`src/rtl/icache_axi_refill.sv`:
```
// AXI4 read-burst refill engine: fetches one 16-word I-cache line and assembles it MSB-first.
// Define ICACHE_REFILL_ERR_EN to enable rresp/rlast checking on refill_err.
module icache_axi_refill #(
    parameter logic [3:0] ARID = 4'h0
) (
    input  logic         clk,
    input  logic         rst,
    input  logic         req,
    input  logic [31:0]  addr,
    input  logic [3:0]   burst,
    output logic         addr_ok,
    output logic         data_ok,
    output logic [511:0] line,
    output logic         refill_err,
    output logic [3:0]   arid,
    output logic [31:0]  araddr,
    output logic [7:0]   arlen,
    output logic [2:0]   arsize,
    output logic [1:0]   arburst,
    output logic         arvalid,
    input  logic         arready,
    input  logic [3:0]   rid,
    input  logic [31:0]  rdata,
    input  logic [1:0]   rresp,
    input  logic         rlast,
    input  logic         rvalid,
    output logic         rready
);

    typedef enum logic [1:0] {IDLE, AR, R, DONE} state_t;

    state_t     state;
    logic [3:0] burst_q;
    logic [3:0] beat_cnt;
    logic [8:0] word_top;
    logic       beat;
    logic       accept;

    assign beat     = rvalid & rready;
    assign accept   = (state == IDLE) && req;
    assign word_top = 9'd511 - {beat_cnt, 5'd0};

    assign addr_ok = arvalid & arready;
    assign arid    = ARID;
    assign arlen   = {4'b0000, burst_q};
    assign arsize  = 3'b010;
    assign arburst = 2'b01;

    // Transaction ID and the byte offset within the line carry no information here.
    logic unused_in;
    assign unused_in = ^{rid, addr[5:0]};

    always_ff @(posedge clk or negedge rst) begin
        if (!rst) begin
            state    <= IDLE;
            araddr   <= '0;
            burst_q  <= '0;
            beat_cnt <= '0;
            line     <= '0;
            arvalid  <= 1'b0;
            rready   <= 1'b0;
            data_ok  <= 1'b0;
        end else begin
            // NOTE: default-then-override with <= gives a clean one-cycle pulse without a latch.
            data_ok <= 1'b0;
            case (state)
                IDLE: begin
                    if (req) begin
                        araddr   <= {addr[31:6], 6'b0};
                        burst_q  <= burst;
                        beat_cnt <= '0;
                        line     <= '0;
                        arvalid  <= 1'b1;
                        state    <= AR;
                    end
                end
                AR: begin
                    if (arready) begin
                        arvalid <= 1'b0;
                        rready  <= 1'b1;
                        state   <= R;
                    end
                end
                R: begin
                    if (beat) begin
                        line[word_top -: 32] <= rdata;
                        beat_cnt             <= beat_cnt + 4'd1;
                        // The latched length, not rlast, terminates the burst.
                        if (beat_cnt == burst_q) begin
                            rready  <= 1'b0;
                            data_ok <= 1'b1;
                            state   <= DONE;
                        end
                    end
                end
                DONE: state <= IDLE;
                default: state <= IDLE;
            endcase
        end
    end

`ifdef ICACHE_REFILL_ERR_EN
    always_ff @(posedge clk or negedge rst) begin
        if (!rst) begin
            refill_err <= 1'b0;
        end else if (accept) begin
            refill_err <= 1'b0;
        end else if ((state == R) && beat &&
                     ((rresp != 2'b00) || (rlast != (beat_cnt == burst_q)))) begin
            refill_err <= 1'b1;
        end
    end
`else
    assign refill_err = 1'b0;

    logic unused_err;
    assign unused_err = ^{rresp, rlast, accept};
`endif

endmodule

```
`config.mk`:
```
export PLATFORM = sky130hd
export DESIGN_NAME = icache_axi_refill
export DESIGN_NICKNAME = d
export VERILOG_FILES = /design/src/rtl/icache_axi_refill.sv
export SDC_FILE = /design/constraint.sdc
export NUM_CORES = 1
export LEC_CHECK = 0
export ABC_AREA = 1
export BUFFER_PORTS_ARGS = -buffer_cell sky130_fd_sc_hd__buf_2
export CAP_MARGIN = 20
export CORE_AREA = 2 2 250 252
export DETAILED_ROUTE_END_ITERATION = 6
export DIE_AREA = 0 0 252 254
export PLACE_DENSITY_LB_ADDON = 0.05
export SLEW_MARGIN = 20
export SYNTH_ARGS = -nofsm -noshare
export SYNTH_HDL_FRONTEND = slang
export SYNTH_SLANG_ARGS = --single-unit
```
`constraint.sdc`:
```
create_clock -name clk -period 4.12 [get_ports clk]
set_input_delay 0.206 -clock clk [delete_from_list [all_inputs] [get_ports clk]]
set_output_delay 0.206 -clock clk [all_outputs]
set_load 0.005 [all_outputs]
```
[Word-level counts from Yosys, hierarchy flattened]
Cells that the tools add are included.
Operators by class
  shift-type cells: 2
  multiplexer cells: 22
  div/mod/pow operators: 0
  magnitude comparators: 0
  bitwise operators: 2
  add/subtract/negate cells: 3
  reductions and logical operators: 9
  equality and inequality tests: 8
  $mul: 0
Operator list (number)
  512-bit 2-to-1 mux: 2
  512-bit one-hot mux with 2 select lines: 1
  32-bit by 11-bit variable shift with 543-bit output (first input constant): 1
  32-bit by 11-bit indexed part select with 543-bit output: 1
  512-bit bitwise mux: 1
  9-bit negation with 11-bit output: 1
  9-bit subtractor (first input constant): 1
  1-bit 2-to-1 mux: 8
  2-bit 2-to-1 mux: 4
  4-bit 2-to-1 mux: 2
  2-bit != test (second input constant): 4
  2-bit one-hot mux with 4 select lines: 1
  4-bit one-hot mux with 2 select lines: 1
  4-bit AND reduction: 2
  3-bit AND reduction: 2
  2-bit nonzero test: 3
  4-bit by 1-bit adder with 4-bit output (second input constant): 1
  2-bit equality test (second input constant): 2
  4-bit equality test: 1
  1-bit one-hot mux with 2 select lines: 2
  1-bit bitwise AND: 2
  2-bit by 1-bit equality test with 1-bit output (second input constant): 1
  2-bit zero test: 1
  2-bit AND reduction: 1
Word-level totals
  ROM bits: 0
  bits in latches: 0
  bits in writable memories: 0
  output and inout bits: 566
  flip-flop bits (word level): 551
  word-level logic and storage cells: 54
  bits of input ports: 80
  memories kept: 0

[Longest topological paths before layout]
  word-level depth: 6
  depth in mapped cells: 12
  depth with buffers taken out: 9

[Worst setup path before layout]
OpenSTA, ideal clock, no wires.
  path kind: flip-flop to flip-flop
  start point: reg beat_cnt[2]
  end point: reg line[389]
  clock period less this slack: 1.989 ns
  data required time: 4.043 ns
  cell stages (with the launch flop): 10
  setup slack: 2.131 ns
  buffers on the path: 3
  setup time: 0.077 ns
  data arrival time: 1.912 ns
  cells stage by stage: dfrtp_1 > inv_1 > buf_2 > buf_1 > ha_1 > nand2_1 > nor2_1 > clkbuf_1 > nand3_1 > o21ai_1
On the way
  longest elaborated chain between the ends: 6
  elaborated cells between the ends (all ways): 7
  those cells by class: 2 x add/sub; 2 x shift; 3 x mux
Ends and longest elaborated chain
  start, declared: line 34  | logic [3:0] beat_cnt;
  start signal, assigned: line 87  | beat_cnt <= beat_cnt + 4'd1;
  9-bit subtractor (*): line 41  | assign word_top = 9'd511 - {beat_cnt, 5'd0};
  9-bit negation with 11-bit output (*): line 86  | line[word_top -: 32] <= rdata;
  32-bit by 11-bit indexed part select with 543-bit output / 32-bit by 11-bit variable shift with 543-bit output (equally long branches): line 86
  512-bit bitwise mux (*): line 86
  512-bit 2-to-1 mux (*): line 85  | if (beat) begin
  512-bit one-hot mux with 2 select lines (*): line 66  | case (state)
  end signal, assigned by index: line 86
  end, declared: line 13  | output logic [511:0] line,
Mark *: on every way between the ends. The rest lies on a longest branch, timed or not. The select of a mux whose other input is x is not followed.
A chain may end at the register's enable or synchronous reset.

[Worst setup path after layout]
  start point: reg state[0]
  end point: reg line[284]
On the way
  longest elaborated chain between the ends: 3
  elaborated cells between the ends (all ways): 7
  those cells by class: 3 x eq/ne; 1 x mux; 3 x reduce/logical
Ends and longest elaborated chain
  start, declared: line 32  | state_t state;
  start signal, assigned: line 55  | state <= IDLE;
  start signal, assigned: line 74  | state <= AR;
  start signal, assigned: line 81  | state <= R;
  2-bit equality test / 2-bit zero test (equally long branches): line 66
  2-bit != test (no source line) / 2-bit nonzero test (equally long branches)
  3-bit AND reduction (no source line)
Parallel ways exist; a longest one is shown, timed or not.

==> results_dict.tcl <==
set metrics [dict create \
    status "finished, final reports clean" \
    seq_area_frac_synth 0.6034 \
    drive_gt1_frac 0.2437 \
    crit_path_end_kind "flop" \
    clockRootBuffer "clkbuf_16" \
    routed_wl_mm 90.58 \
    ys.flop_type "dfrtp_1" \
    fin_ws_ns 1.102 \
    fmax_mhz 331.4 \
    synth.area.top_cells "dfrtp_1 60%, nand2_1 21%, nand3_1 3.1%" \
    post_cts_resized 0 \
    drtIter0Drc 1698 \
    hold_viol 0 \
    p_per_area_nw_per_um2 552.7 \
    ir_drop_v 0.0003414 \
    initial_utilization 0.3730 \
    die_x_um 252 \
    p_switching_uw 5834 \
    fp.dieH_um 254 \
    via_per_inst 4.872 \
    async_reset_ff_frac 1.000 \
    grt_usage 0.2781 \
    power.leakage_uw 0.01656 \
    overflow 0 \
    grt_setup_unrepaired "false" \
    synth-edff-count 0 \
    grt_pass1_vias 19331 \
    fin_crit_sh 0.7325 \
    combPwrFrac 0.272 \
    p_clk_frac 0.348 \
    clkLatencyLatePin_ns 0.62 \
    post-synth-top-count-cell "nand2_1" \
    fin_setup_tns_ns 0 \
    slew-limit-headroom 0.2827 \
    io_buffers 612 \
    synth_common_cells "1259 x nand2_1, 551 x dfrtp_1, 145 x inv_1, 140 x nand3_1, 110 x nor2_1" \
    swShare 0.3658 \
    slowest_delay_ns 0.98 \
    drv_cap 0 \
    synthCells 2656 \
    antenna_found_initial 9 \
    cp.required_ns 4.56 \
    critPathLaunchType "flop" \
    gp_congestion 0.8411 \
    ys_types 27 \
    period_needed_ns 3.018 \
    critPathKind "flop to flop" \
    htree_num_levels 2 \
    rows 91 \
    cts_sinks 551 \
    die-area_um2 64010 \
    ys_ff_latch 551 \
    crit_path_max_fanout 32 \
    syn_area_per_cell_um2 8.603 \
    place_ws_ns 1.091 \
    dr.pass1.iters 6 \
    dp_hpwl_mm 63.28 \
    wl_per_cell_um 22.16 \
    syn_area_um2 22850 \
    drcViolationCount 0 \
    hp-class "primary input to flop" \
    slew_violations 0 \
    tritoncts "done" \
    path_cells "inv_1 > ha_1 > buf_4 > nand2_1 > o21ai_1 > nand2_2 > a21oi_4 > o21ai_0" \
    cp_num_buf_inv 2 \
    cp_slowest_cell "a21oi_4" \
    grt_start_max_net_pins 111 \
    clockBufferDepth 3 \
    worst_slew_pin_slew_ns 1.073 \
    cts_buffers 60 \
    nets 3335 \
    ant_nets 0 \
    yosys.area.top_type "dfrtp_1" \
    seqPwrFrac 0.380 \
    critical_path.top_delay_family "compound AO/OA/AOI/OAI gates" \
    ys.warnings.count 0 \
    critPathArrivalTime_ns 3.46 \
    clkSlewWorstSetupHoldPaths_ns 0.06 \
    p_int_uw 10110 \
    setup_viol 0 \
    post-route-util 0.4710 \
    synth_top_area_frac 0.6034 \
    core_region_area_um2 61260 \
    area_delta_synth_final_pct 26.27 \
    grt_pass1_wl_mm 131.8 \
    io_pins 646 \
    num_vias 19910 \
    cts_setup_buffers 0 \
    skew_ns 0.01306 \
]
-- timing repair --
action,4_1_cts,5_1_grt
hold buffers,35,0
endpoints found under the hold margin,121,0
setup endpoints to repair,0,0
-- cells in the final DEF, fill, tap and decap left out, types with 3 or more instances in the layout --
cell type      Yosys  final
clkinv_2           0      8
conb_1             2     20
buf_4             31     28
nand4_1            3      3
clkbuf_16          0     61
buf_12             0      5
a21oi_1            6      6
o21ai_0          108    108
nor2_1           110    106
nor3_1            64     64
dlygate4sd3_1      0     35
clkbuf_8           0     18
dfrtp_1          551    551
o21ai_1           26     26
ha_1               9      9
nor2_4            24     27
inv_1            145    144
buf_2             74    611
nand3_1          140    140
clkbuf_1          56     15
mux2_2            26     26
diode_2            0      6
nand2_1         1259   1258
bufinv_16          0      5
-- area by class of cell --
type,instances,area (um^2)
Timing Repair Buffer,680,3734
Clock inverter,13,190.2
Fill cell,6084,32400
Multi-Input combinational cell,1804,7744
Antenna cell,6,15.01
Tap cell,790,988.4
Sequential cell,551,13790
Inverter,149,561.8
Clock buffer,94,1831
-- power groups by stage --
stage	logic [uW]	clock network (uW)	registers (uW)
after global placement	4330	0	6130
after detailed placement	4360	0	6150
after floorplan	2540	0	6140
after CTS	4390	5660	6050
final	4330	5560	6060
after global routing	4690	5920	6100
-- worst reg2reg max path, stage by stage (launching register included) --
cell and delay [ns]:
dfrtp_1 0.40, inv_1 0.09, ha_1 0.14, buf_4 0.26, nand2_1 0.12, o21ai_1 0.11
nand2_2 0.51, a21oi_4 0.99, o21ai_0 0.23
-- per-layer routing --
layer | part of all wire | vias to the layer above | global-route usage
met1 | 0.41 | 9726 | 0.3628
met2 | 0.48 | 717 | 0.4488
met5 | 0.00024 | - | 0
li1 | - | 9336 | -
met4 | 0.031 | 4 | 0.09248
met3 | 0.083 | 127 | 0.07559
-- through the flow --
| stage | std cells | hold slack [ns] | instance area, um^2 | power (uW) |
|---|---|---|---|---|
| final | 4087 | 0.03512 | 28850 | 15950 |
| after global routing | 4087 | 0.04946 | 28850 | 16700 |
| after CTS | 4081 | 0.008172 | 28840 | 16100 |
| after detailed placement | 3939 | 0.2817 | 26470 | 10510 |
| after global placement | 3939 | 0.2744 | 26470 | 10460 |
| after floorplan | 2674 | -0.08959 | 22920 | 8681 |
-- cell families (layout without fill, tap and decap cells) --
family | count (synthesis) | count (layout) | synth area share
DFF | 551 | 551 | 0.6034
adders and majority gates | 9 | 9 | 0.004928
and+or+nand+nor | 1604 | 1604 | 0.2833
other | 2 | 26 | 0.0003287
buffers and inverters | 319 | 936 | 0.06270
AOI/OAI and AO/OA | 145 | 145 | 0.03247
muxes | 26 | 26 | 0.01281
-- sequential cells by signal, indices dropped and copies added, names as in the netlist --
name / flops
data_ok: 1
arvalid: 1
beat_cnt: 4
state: 2
araddr: 26
rready: 1
line: 512
burst_q: 4
-- path summary, 6_finish.rpt --
check / endpoint / slack, ns / start / depth (start not counted)
worst max-delay path: line[284] / 1.10 / state[0] / 8
worst min-delay path: line[354] / 0.04 / rdata[2] / 5
worst max register to register: line[284] / 1.10 / state[0] / 8
worst min register to register: line[174] / 0.46 / line[174] / 2
max in group asynchronous: line[255] / 2.77 / rst / 3
min in group asynchronous: line[167] / 0.19 / rst / 2
Note: power is estimated with default switching activity, not from simulation.
